### config.mk
export PLATFORM = sky130hd
export DESIGN_NAME = pe_array_sched
export DESIGN_NICKNAME = d
export VERILOG_FILES = /design/src/rtl/pe_array_sched.sv
export SDC_FILE = /design/constraint.sdc
export NUM_CORES = 1
export LEC_CHECK = 0
export CELL_PAD_IN_SITES_DETAIL_PLACEMENT = 0
export CELL_PAD_IN_SITES_GLOBAL_PLACEMENT = 1
export CORE_MARGIN = 4
export CORE_UTILIZATION = 23
export DETAILED_ROUTE_END_ITERATION = 10
export HOLD_SLACK_MARGIN = 0.03
export PLACE_DENSITY_LB_ADDON = 0.1
export SLEW_MARGIN = 30
export SYNTH_ARGS = -nofsm -noshare
export SYNTH_HDL_FRONTEND = slang
export SYNTH_SLANG_ARGS = --single-unit
### constraint.sdc
create_clock -name i_clk -period 2.6 [get_ports i_clk]
set_input_delay 0.39 -clock i_clk [delete_from_list [all_inputs] [get_ports i_clk]]
set_output_delay 0.39 -clock i_clk [all_outputs]
set_load 0.01 [all_outputs]
### src/rtl/pe_array_sched.sv
// Sequences one interleaved operand stream onto NUM_PE PEs (registered, 1-cycle latency) and
// drains their results in index order; op_ready only during FEED, the drain stalls on res_ready.
module pe_array_sched #(
  parameter int NUM_PE = 8,
  parameter int DW     = 8,
  parameter int CW     = 32,
  parameter int LEN_W  = 16,
  localparam int IW    = $clog2(NUM_PE)
) (
  input  logic                 i_clk,
  input  logic                 i_rst_n,
  input  logic                 i_start,
  input  logic [LEN_W-1:0]     i_vec_len,
  output logic                 o_busy,
  output logic                 o_done,
  input  logic                 i_op_valid,
  output logic                 o_op_ready,
  input  logic [DW-1:0]        i_op_a,
  input  logic [DW-1:0]        i_op_b,
  output logic [DW-1:0]        o_pe_a,
  output logic [DW-1:0]        o_pe_b,
  output logic [NUM_PE-1:0]    o_pe_in_valid,
  output logic [NUM_PE-1:0]    o_pe_store,
  input  logic [NUM_PE-1:0]    i_pe_out_valid,
  input  logic [NUM_PE*CW-1:0] i_pe_c,
  output logic [NUM_PE-1:0]    o_pe_out_resp,
  output logic                 o_res_valid,
  input  logic                 i_res_ready,
  output logic [CW-1:0]        o_res_data,
  output logic [IW-1:0]        o_res_idx
);

  localparam logic [1:0] S_IDLE  = 2'd0;
  localparam logic [1:0] S_FEED  = 2'd1;
  localparam logic [1:0] S_DRAIN = 2'd2;
  localparam logic [1:0] S_DONE  = 2'd3;
  localparam logic [IW-1:0] LAST_PE = IW'(NUM_PE - 1);

  logic [1:0]        r_state;
  logic [LEN_W-1:0]  r_len;
  logic [LEN_W-1:0]  r_elem;
  logic [IW-1:0]     r_ptr;
  logic [IW-1:0]     r_dptr;
  logic [DW-1:0]     r_pe_a;
  logic [DW-1:0]     r_pe_b;
  logic [NUM_PE-1:0] r_in_valid;
  logic [NUM_PE-1:0] r_store;
  logic [NUM_PE-1:0] r_resp;

  logic              w_beat;
  logic              w_last_term;
  logic              w_last_beat;
  logic              w_res_valid;
  logic              w_res_hs;
  logic [NUM_PE-1:0] w_ptr_oh;
  logic [CW-1:0]     w_res_data;

  assign w_beat      = (r_state == S_FEED) & i_op_valid;
  assign w_last_term = (r_elem == r_len - LEN_W'(1));
  assign w_last_beat = w_beat & w_last_term & (r_ptr == LAST_PE);
  assign w_ptr_oh    = NUM_PE'(1) << r_ptr;
  // The array clears out_valid one cycle after resp, so hold off while resp is in flight.
  assign w_res_valid = (r_state == S_DRAIN) & i_pe_out_valid[r_dptr] & ~(|r_resp);
  assign w_res_hs    = w_res_valid & i_res_ready;

  always_comb begin
    w_res_data = '0;
    for (int i = 0; i < NUM_PE; i++) begin
      if (r_dptr == IW'(i)) w_res_data = i_pe_c[i*CW +: CW];
    end
  end

  assign o_busy        = (r_state != S_IDLE);
  assign o_done        = (r_state == S_DONE);
  assign o_op_ready    = (r_state == S_FEED);
  assign o_pe_a        = r_pe_a;
  assign o_pe_b        = r_pe_b;
  assign o_pe_in_valid = r_in_valid;
  assign o_pe_store    = r_store;
  assign o_pe_out_resp = r_resp;
  assign o_res_valid   = w_res_valid;
  assign o_res_data    = w_res_data;
  assign o_res_idx     = r_dptr;

  always_ff @(posedge i_clk or negedge i_rst_n) begin
    if (!i_rst_n) begin
      r_state    <= S_IDLE;
      r_len      <= '0;
      r_elem     <= '0;
      r_ptr      <= '0;
      r_dptr     <= '0;
      r_pe_a     <= '0;
      r_pe_b     <= '0;
      r_in_valid <= '0;
      r_store    <= '0;
      r_resp     <= '0;
    end else begin
      r_in_valid <= '0;
      r_store    <= '0;
      r_resp     <= '0;
      case (r_state)
        S_IDLE: begin
          if (i_start) begin
            r_len   <= (i_vec_len == '0) ? LEN_W'(1) : i_vec_len;
            r_elem  <= '0;
            r_ptr   <= '0;
            r_dptr  <= '0;
            r_state <= S_FEED;
          end
        end
        S_FEED: begin
          if (w_beat) begin
            r_pe_a     <= i_op_a;
            r_pe_b     <= i_op_b;
            r_in_valid <= w_ptr_oh;
            r_store    <= w_last_term ? w_ptr_oh : '0;
            if (r_ptr == LAST_PE) begin
              r_ptr  <= '0;
              r_elem <= r_elem + LEN_W'(1);
            end else begin
              r_ptr <= r_ptr + IW'(1);
            end
            if (w_last_beat) begin
              r_dptr  <= '0;
              r_state <= S_DRAIN;
            end
          end
        end
        S_DRAIN: begin
          if (w_res_hs) begin
            r_resp <= NUM_PE'(1) << r_dptr;
            if (r_dptr == LAST_PE) r_state <= S_DONE;
            else                   r_dptr  <= r_dptr + IW'(1);
          end
        end
        S_DONE:  r_state <= S_IDLE;
        default: r_state <= S_IDLE;
      endcase
    end
  end

endmodule

Yosys cells after proc, flatten, opt, wreduce, memory -nomap -nowiden. Index checks and enable logic that the tools add are counted.

Reduce and logical (&&, ||, !) cells: 13. Equality and inequality tests: 19. Shift-type cells: 2. Magnitude comparators: 1. Mux-type cells: 37. $add $sub $neg: 4. Div/mod/pow operators: 0. Bitwise gates (word level): 7. Multiply operators: 0.

Operators by type and width (count): 2-to-1 mux 32 bit (8); 2-to-1 mux 16 bit (4); 2-to-1 mux 8 bit (7); case mux 16 bit (2 select lines) (1); 2-to-1 mux 3 bit (7); adder 16 x 1 -> 16 bit (second input constant) (1); equality test 16 bit (1); logical NOT 16 bit (1); << shifter 1 x 3 -> 8 bit (first input constant) (2); subtractor 16 x 1 -> 16 bit (second input constant) (1); equality test 3 bit (second input constant) (5); 2-to-1 mux 2 bit (5); case mux 3 bit (3 select lines) (1); != test 2 x 1 -> 1 bit (second input constant) (4); case mux 2 bit (4 select lines) (1); OR reduction 8 bit (1); adder 3 x 1 -> 3 bit (second input constant) (2); bitwise AND 1 bit (6); equality test 3 x 2 -> 1 bit (second input constant) (2); != test 2 bit (second input constant) (3); case mux 3 bit (2 select lines) (1); AND reduction 6 bit (1); AND reduction 5 bit (1); equality test 2 bit (second input constant) (2); other kinds (13) (15).

Memories kept: 0. Input port bits: 301. Latch bits: 0. ROM bits: 0. Bits in registers: 80. Logic and storage cells: 93. Bits in writable memories: 0.

Logic depth before layout (Yosys ltp). Gate-level depths: netlist of run 1.

Word-level depth: 9. Depth in mapped cells: 11. Depth with buffers taken out: 10.

Worst setup path before layout of run 1. Ideal clock, no wire load.

Path kind: register -> register. From: register r_len[5]. To: register r_state[1]. Clock period less this slack: 2.882 ns. Arrival: 2.757 ns. Library setup time: 0.125 ns. Path buffers: 0. Stages on the path, launching flop included: 9. Path slack: -0.282 ns. Path through: dfrtp_1 > or3_4 > or4b_4 > nor4_2 > o2bb2ai_1 > or4_4 > o41ai_4 > nand3b_2 > mux2_4.

Word-level cells in the longest chain between the ends: 6.

RTL lines: start: declaration (line 40) `logic [LEN_W-1:0] r_len;`; start signal: assignment (line 104) `r_len <= (i_vec_len == '0) ? LEN_W'(1) : i_vec_len;`; subtractor 16 x 1 -> 16 bit (line 59) `assign w_last_term = (r_elem == r_len - LEN_W'(1));`; equality test 16 bit (line 59); bitwise AND 1 bit (2 in a row) (line 60) `assign w_last_beat = w_beat & w_last_term & (r_ptr == LAST_PE);`; != test 2 x 1 -> 1 bit (no line); AND reduction 5 bit (no line); end signal: assignment (line 87) `r_state <= S_IDLE;`; end signal: assignment (line 108) `r_state <= S_FEED;`; end signal: assignment (line 125) `r_state <= S_DRAIN;`; end: declaration (line 39) `logic [1:0] r_state;`.

Every way passes these cells. A chain may end at the register's enable or synchronous reset.

Final worst setup path of run 1.
From: register r_dptr[0] (netlist: o_res_idx[0]). To: register r_resp[0] (netlist: o_pe_out_resp[0]).

Word-level cells in the longest chain between the ends: 7. Elaborated cells on any way between the ends: 8. Those cells by class: shift (1); mux (4); bitwise (3).

RTL lines: start: declaration (line 43) `logic [IW-1:0] r_dptr;`; start signal: assignment (line 133) `else r_dptr <= r_dptr + IW'(1);`; binary-select mux 1 bit (select 3 bit) (line 63) `assign w_res_valid = (r_state == S_DRAIN) & i_pe_out_valid[r_dptr] & ~(|r_resp);`; 2-to-1 mux 1 bit (implied by the code) (line 63); bitwise AND 1 bit (2 in a row) (line 63); bitwise AND 1 bit (line 64) `assign w_res_hs = w_res_valid & i_res_ready;`; 2-to-1 mux 8 bit (*) (line 130) `if (w_res_hs) begin`; 2-to-1 mux 8 bit (*) (line 101) `case (r_state)`; end signal: assignment (line 131) `r_resp <= NUM_PE'(1) << r_dptr;`; end: declaration (line 48) `logic [NUM_PE-1:0] r_resp;`.

Mark *: on every way between the ends. The rest lies on a longest branch, timed or not. The select of a mux whose other input is x is not followed.

==> results of run 1 <==
power breakdown:
part / internal, uW / leakage (uW) / switching, uW
combinational: 4810 / 0.00398 / 4180
sequential: 1570 / 0.00105 / 260
clock: 761 / 0.000145 / 563
total: 7150 / 0.00517 / 5000
routing by layer:
metal,vias to the layer above,global-route usage,share of wire
li1,3888,-,-
met1,3711,0.266,0.41
met2,274,0.379,0.51
met3,21,0.0499,0.070
met4,0,0.0372,0.012
met5,-,0,0
worst min-delay path by stage:
stage / to / slack, ns / depth (start not counted) / startpoint
3_3_place_gp: r_len[15]$_DFFE_PN0P_ / 0.31 / 1 / i_rst_n
2_1_floorplan: o_pe_a[0]$_DFFE_PN0P_ / 0.09 / 0 / i_rst_n
3_5_place_dp: r_len[13]$_DFFE_PN0P_ / 0.32 / 1 / i_rst_n
6_report: o_pe_b[1]$_DFFE_PN0P_ / 0.47 / 2 / o_pe_b[1]$_DFFE_PN0P_
4_1_cts: o_pe_b[2]$_DFFE_PN0P_ / 0.48 / 2 / o_pe_b[2]$_DFFE_PN0P_
5_1_grt: o_pe_b[2]$_DFFE_PN0P_ / 0.50 / 2 / o_pe_b[2]$_DFFE_PN0P_
kinds of logic after synthesis:
family / Yosys count
AOI/OAI and AO/OA: 267
xor gates and xnor gates: 30
adders and majority gates: 18
buffers and inverters: 84
DFF: 80
muxes: 24
and+or+nand+nor: 293
final cells by class:
class                      instances  area [sq um]
clock inverter                     7          82.6
multi-input combinational        632          4450
inverter                          20          75.1
clock buffer                       9           225
sequential                        80          2000
timing repair buffer             542          5290
fill                            2553         13700
tap                              335           419
registers in the layout, summed over array words and instances (netlist names):
name,flops
o_pe_a,8
o_pe_b,8
o_pe_in_valid,8
o_pe_out_resp,8
o_pe_store,8
o_res_idx,3
r_elem,16
r_len,16
r_ptr,3
r_state,2
worst min-delay path, cell delays in order, from the launching register on:
cell	delay, ns
dfrtp_1	0.34
nand2_1	0.05
nand2_1	0.06
placed cells by master, fill, tap and decap left out, types with 5 or more instances in the layout:
cell / netlist / layout
xor2_1: 17 / 16
buf_6: 0 / 19
buf_12: 0 / 18
and2_1: 10 / 8
inv_1: 20 / 18
xnor2_1: 12 / 12
nor2_1: 63 / 60
o21ai_1: 1 / 121
nor3_1: 8 / 5
mux2i_1: 6 / 6
buf_2: 2 / 28
clkbuf_16: 0 / 11
nor4_1: 8 / 6
nand4_1: 6 / 6
a221oi_2: 0 / 16
o311ai_2: 0 / 8
ha_1: 18 / 12
nand3_1: 14 / 14
and3_1: 14 / 12
clkdlybuf4s50_1: 0 / 345
mux2_2: 15 / 15
a221oi_4: 0 / 6
o311ai_1: 0 / 20
a221oi_1: 32 / 10
o21ai_0: 138 / 15
a21oi_1: 42 / 38
buf_4: 0 / 122
dfrtp_1: 80 / 80
nand2_1: 136 / 134
cell usage after synthesis, types with 2 or more instances:
| library cell | n |
|---|---|
| o21ai_0 | 138 |
| nand2_1 | 136 |
| dfrtp_1 | 80 |
| nor2_1 | 63 |
| clkbuf_1 | 58 |
| a21oi_1 | 42 |
| a221oi_1 | 32 |
| o311ai_0 | 30 |
| inv_1 | 20 |
| ha_1 | 18 |
| xor2_1 | 17 |
| mux2_2 | 15 |
| and3_1 | 14 |
| nand3_1 | 14 |
| xnor2_1 | 12 |
| and2_1 | 10 |
| nor3_1 | 8 |
| nor4_1 | 8 |
| mux2i_1 | 6 |
| nand4_1 | 6 |
| nor2b_1 | 6 |
| or3_1 | 6 |
| buf_1 | 4 |
| a31oi_1 | 3 |
| nand3b_1 | 3 |
| nor4b_1 | 3 |
| a211oi_1 | 2 |
| a221o_1 | 2 |
| a311oi_1 | 2 |
| and4_1 | 2 |
| buf_2 | 2 |
| mux4_2 | 2 |
| nand2b_1 | 2 |
| nand4b_1 | 2 |
per-stage QoR:
step                TNS (ns)  setup slack [ns]
floorplan             -0.807            -0.279
global placement      -18.03            -0.608
detailed placement    -18.00            -0.587
CTS                   -13.51            -0.428
global route          -18.55            -0.570
finish                -11.37            -0.457
repair_timing:
item / in CTS / in global routing
pin swaps: 38 / 75
gates cloned: 6 / 2
buffers inserted: 36 / 11
hold buffers: 1 / 0
endpoints found under the setup margin: 46 / 47
hold endpoints to repair: 22 / 0
resized for setup: 300 / 83
==> run metrics, run 1 <==
status complete, but fails checks; failing checks negative setup slack; max_cap viols 0; simple-gate share of the synthesized area 0.223; startpoint class of the critical path flip-flop; Clock transition at path regs about 0.06 ns; register area share after synthesis 0.326; Final HPWL DP 26,300 um; Synth Area in Compound Gates 0.271; fin. max-slew vios 0; Synth async-reset ratio 1.00; RSZ-0062 raised after global routing true; layout cells sized above 1 0.243; LEAKAGE between 0.005 and 0.006 uW; Peak VDD IR 0.455 mV; Placement Rows between 50 and 60; Setup WS post-layout -0.457 ns; Pwr Total roughly 12,000 uW; Power Dens Cells 969 nW/um^2; # nets final around 1,600; 1st-iter DRT viols approximately 380; mux contribution to synthesized area 0.0470; final instance area 12,500 sq um; Post-Synth Adder-Cell Area 0.0366; Syn Nets between 1,000 and 1,500; first-pass GRT wire length 47,700 um; DIE AREA roughly 29,000 sq um; starting density of the core 0.235; Clock Sinks 80; final RePlAce weighted congestion about 0.87; IO Pins 380; Top delay family on crit path buffers and inverters; Worst setup endpoint o_pe_out_resp[0]$_DFF_PN0_; Finished Layout Cells 1,625; post-synthesis register bit count 80; die width 171 um; cell taking the most area after synthesis dfrtp_1; Worst-Margin Slew between 0.4 and 0.5 ns; Area Growth Syn to Fin 104%; Hold Fails Final Rpt 0; WP data arrival 3.33 ns; Syn Inst Count a little under 800; core area between 20,000 and 30,000 sq um; Post-synth top flop dfrtp_1; vias in the first global route a little under 8,000; cell mode on critical path buf_4; initial antenna violation count 0; largest family of logic cells by synthesized area compound AO/OA/AOI/OAI gates; Worst Reg-to-Reg Cells 22; vias per inst 4.86; slowest CP cell dfrtp_1; H-tree levels 3; worst hold slack around 0.47 ns; Die Y ~170 um; root buf cell clkbuf_16; Worst Skew about 0.014 ns; Critical Path End Type flip-flop; DR WL/cell slightly above 20 um; largest cells by area after synthesis dfrtp_1 (33%), o21ai_0 (11%), nand2_1 (8.3%); Slew Limit Headroom 0.689; CP Depth 22; Tcrit/Tclk final 1.18; r2r setup slk -0.46 ns; CP peak stage delay about 0.42 ns; final setup vio count 44; CP cell instances inv_2 -> ha_4 -> nand2b_4 -> buf_6 -> buf_4 -> buf_4 -> buf_4 -> buf_4 -> buf_4 -> buf_6 -> buf_4 -> buf_4 -> buf_4 -> buf_4 -> buf_4 -> buf_4 -> buf_4 -> buf_4 -> buf_4 -> buf_4 -> buf_6 -> nor2_2; Synth Area in XOR/XNOR 0.0450; Ant. Diodes 0; top-area cell type share of the netlist area 0.326; Clock Tree Buf Depth 2; critical path buffer and inverter count 19; overall routing resource usage 0.213; kind of critical path flip-flop to flip-flop; Final Core Density 0.479; YS warnings 0; CTS tree yes; Worst Hold Class flip-flop to flip-flop; DRT Wirelength around 34,000 um; reg2reg end o_pe_out_resp[0]$_DFF_PN0_; Period minus WS final ~3 ns; vias around 8,000; Yosys cell types 62; Post-DRT Antenna Nets 0; Num CTS Buffers 9; Placed Cells around 1,600; Highest Clock Rate 327 MHz; pin count of the biggest net entering global routing a little under 60; Mapped Area just over 6000 sq um; Residual DRC 0; syn avg cell area 7.72 sq um; number of detailed-route iterations in the first pass 4; buffers added on ports ~380; Worst Path Required around 2.9 ns; Critical Path Start o_res_idx[0]$_DFFE_PN0P_; Placed Area roughly 11,000 sq um; worst skew pair latency approximately 0.35 ns; Overflow after GRT 0; EDFF count, synth 0; worst-path fanout max 4; Reg-to-Reg Start o_res_idx[0]$_DFFE_PN0P_
(Power assumes the default switching activity.)
==> run 2: changes to the inputs <==
--- a/config.mk
+++ b/config.mk
@@ -10,6 +10,7 @@
 export CORE_MARGIN = 4
 export CORE_UTILIZATION = 23
 export DETAILED_ROUTE_END_ITERATION = 10
+export GPL_ROUTABILITY_DRIVEN = 0
 export HOLD_SLACK_MARGIN = 0.03
 export PLACE_DENSITY_LB_ADDON = 0.1
 export SLEW_MARGIN = 30
==> results of run 2 <==
The final DEF is identical to that of run 1; final timing and power are the same.
==> run 3: changes to the inputs <==
--- a/config.mk
+++ b/config.mk
@@ -13,6 +13,7 @@
 export GPL_ROUTABILITY_DRIVEN = 0
 export HOLD_SLACK_MARGIN = 0.03
 export PLACE_DENSITY_LB_ADDON = 0.1
+export REMOVE_ABC_BUFFERS = 1
 export SLEW_MARGIN = 30
 export SYNTH_ARGS = -nofsm -noshare
 export SYNTH_HDL_FRONTEND = slang
==> run 3 against run 2 <==
  * The flow still finishes with violations (negative setup slack)
  * Final area increased by 4.9%
  * Sequential power hardly changed
  * Clock skew is 0.0078 ns lower
  * Combinational power up 6.5%
  * Non-clock buffer count increased by 24
  * Clock power up 7%
  * Total power up 5.4%
  * First-iteration DRC count rose by 1.3%
  * Critical path type unchanged
  * Largest cell class unchanged
  * Highest routed layer is now met5
==> run metrics, run 3 (synthesized netlist as in run 1, its figures left out) <==
status complete, but fails checks; failing checks negative setup slack; Reg-to-Reg Start r_len[0]$_DFFE_PN0P_; root buf cell clkbuf_16; Worst Path Required 2.83 ns (-0.04 ns); Final HPWL DP 27,200 um (+3.7%); first-pass GRT wire length 49,700 um (+4.0%); worst-path fanout max 4 (unchanged); Clock Tree Buf Depth 2 (unchanged); reg2reg end r_state[1]$_DFFE_PN0P_; commonest non-fill, non-tap cells in the layout clkdlybuf4s50_1 (345), buf_4 (142), nand2_1 (134); Clock transition at path regs 0.06 ns (about the same); Residual DRC 0 (unchanged); Period minus WS final 3.01 ns (-0.0462 ns); H-tree levels 3 (unchanged); LEAKAGE 0.00540 uW (+4.4%); final setup vio count 44 (unchanged); DRT Wirelength 34,100 um (+0.96%); Post-DRT Antenna Nets 0 (unchanged); top flop regs r_elem x16, r_len x16; Top delay family on crit path simple AND/OR/NAND/NOR gates; Finished Layout Cells 1,651 (+1.6%); worst hold slack 0.474 ns (-0.000480 ns); Tcrit/Tclk final 1.16 (-0.0178); Power Dens Cells 973 nW/um^2 (+0.47%); WP data arrival 3.24 ns (-0.09 ns); cell mode on critical path o41ai_4; vias in the first global route 8,358 (+5.3%); worst skew pair latency 0.35 ns (about the same); IO Pins 380 (unchanged); Worst-Margin Slew 0.531 ns (+0.0680 ns); r2r setup slk -0.41 ns (+0.05 ns); max_cap viols 0 (unchanged); Worst Hold Class flip-flop to flip-flop; buffers added on ports 379 (unchanged); core area 26,200 sq um (unchanged); DIE AREA 29,400 sq um (unchanged); Placed Cells 1,583 (+1.3%); critical path buffer and inverter count 2 (-17); CTS tree yes; Hold Path Cell Cnt 2 (unchanged); fin. max-slew vios 0 (unchanged); Hold Fails Final Rpt 0 (unchanged); Pwr Total 12,800 uW (+5.4%); Final Core Density 0.502 (+0.0236); CP Depth 11 (-50%); Hold Path Sink o_pe_a[1]$_DFFE_PN0P_; starting density of the core 0.235 (unchanged); # nets final 1,628 (+1.5%); Peak VDD IR 0.438 mV (-3.7%); Placement Rows 59 (unchanged); Area Growth Syn to Fin 114%; Critical Path End Type flip-flop; initial antenna violation count 3 (+3); Setup WS post-layout -0.411 ns (+0.0462 ns); slowest CP cell or4b_4; Overflow after GRT 0 (unchanged); RSZ-0062 raised after global routing true; pin count of the biggest net entering global routing 48 (-19%); Worst Reg-to-Reg Cells 11 (-50%); number of detailed-route iterations in the first pass 4 (unchanged); Highest Clock Rate 332 MHz (+1.5%); Slew Limit Headroom 0.643 (-0.0458); startpoint class of the critical path flip-flop; 1st-iter DRT viols 388 (+1.3%); Die Y 171 um (unchanged); vias per inst 4.81 (-0.96%); overall routing resource usage 0.221 (+0.00841); DR WL/cell 20.6 um (-0.63%); CP peak stage delay 0.52 ns (+0.10 ns); Clock Sinks 80 (unchanged); Num CTS Buffers 9 (unchanged); kind of critical path flip-flop to flip-flop; commonest non-fill, non-tap cell in the layout clkdlybuf4s50_1; layout cells sized above 1 0.285 (+0.0428); Worst Skew 0.00660 ns (-0.00775 ns); min-delay src o_pe_a[1]$_DFFE_PN0P_; vias 7,943 (+0.62%); CP cell instances inv_2 -> ha_4 -> or4b_4 -> o41ai_4 -> nand2_1 -> o2bb2ai_2 -> or4_4 -> o41ai_4 -> buf_4 -> nand3b_4 -> mux2_4; die width 171 um (unchanged)
-- run 3: cell count changes in the layout (fill, tap and decap cells not counted), sizes merged --
cell | previous run | this run
buf | 191 | 218
bufbuf | 2 | 1
bufinv | 1 | 2
clkbuf | 11 | 9
clkinv | 0 | 1
diode | 0 | 2
inv | 24 | 22
-- run 3: how the worst max path moves through the flow --
stage	from	endpoint	slack, ns
after floorplan	o_res_idx[0]$_DFFE_PN0P_	o_res_data[0]	-0.86
after global placement	o_res_idx[1]$_DFFE_PN0P_	o_res_data[4]	-0.61
after detailed placement	o_res_idx[0]$_DFFE_PN0P_	o_res_data[4]	-0.67
after CTS	o_res_idx[1]$_DFFE_PN0P_	o_res_data[26]	-0.43
after global routing	o_res_idx[1]$_DFFE_PN0P_	o_res_data[9]	-0.57
final	r_len[0]$_DFFE_PN0P_	r_state[1]$_DFFE_PN0P_	-0.41
-- run 3: per-stage QoR --
| step | setup WS (ns) | TNS, ns | area, sq um |
|---|---|---|---|
| 2_1_floorplan | -0.861 | -29.58 | 5900 |
| 3_3_place_gp | -0.614 | -20.32 | 11400 |
| 3_5_place_dp | -0.673 | -21.42 | 11400 |
| 4_1_cts | -0.427 | -12.56 | 12600 |
| 5_1_grt | -0.565 | -19.20 | 13200 |
| 6_report | -0.411 | -12.93 | 13200 |
-- run 3: tightest hold or removal path: stages, from the launching register on --
cell and delay, ns:
dfrtp_1 0.34, nand2_1 0.05, nand2_1 0.05
-- run 3: where the power goes --
part / switching (uW) / internal, uW / total (uW)
registers: 253 / 1570 / 1830
logic: 4350 / 5220 / 9570
clock network: 556 / 853 / 1410
-- run 3: timing repair --
action / 4_1_cts / 5_1_grt
gates resized for setup: 403 / 87
endpoints found under the hold margin: 33 / 0
cloned: 5 / 0
buffers inserted: 40 / 19
pin swaps: 86 / 75
hold buffers: 1 / 0
setup endpoints to repair: 46 / 45
-- run 3: cell type report --
class | count | area (sq um)
inverters | 20 | 75.1
clock inverters | 7 | 104
well taps | 335 | 419
repair buffers | 566 | 5500
multi-input cells | 632 | 4830
flip-flops and latches | 80 | 2000
diodes | 2 | 5.00
fillers | 2511 | 13000
clock buffers | 9 | 225
-- run 3: routing by layer --
metal,GRT usage,wire length [um]
met1,0.257,13100
met2,0.404,18000
met3,0.0556,2200
met4,0.0603,806
met5,0,13
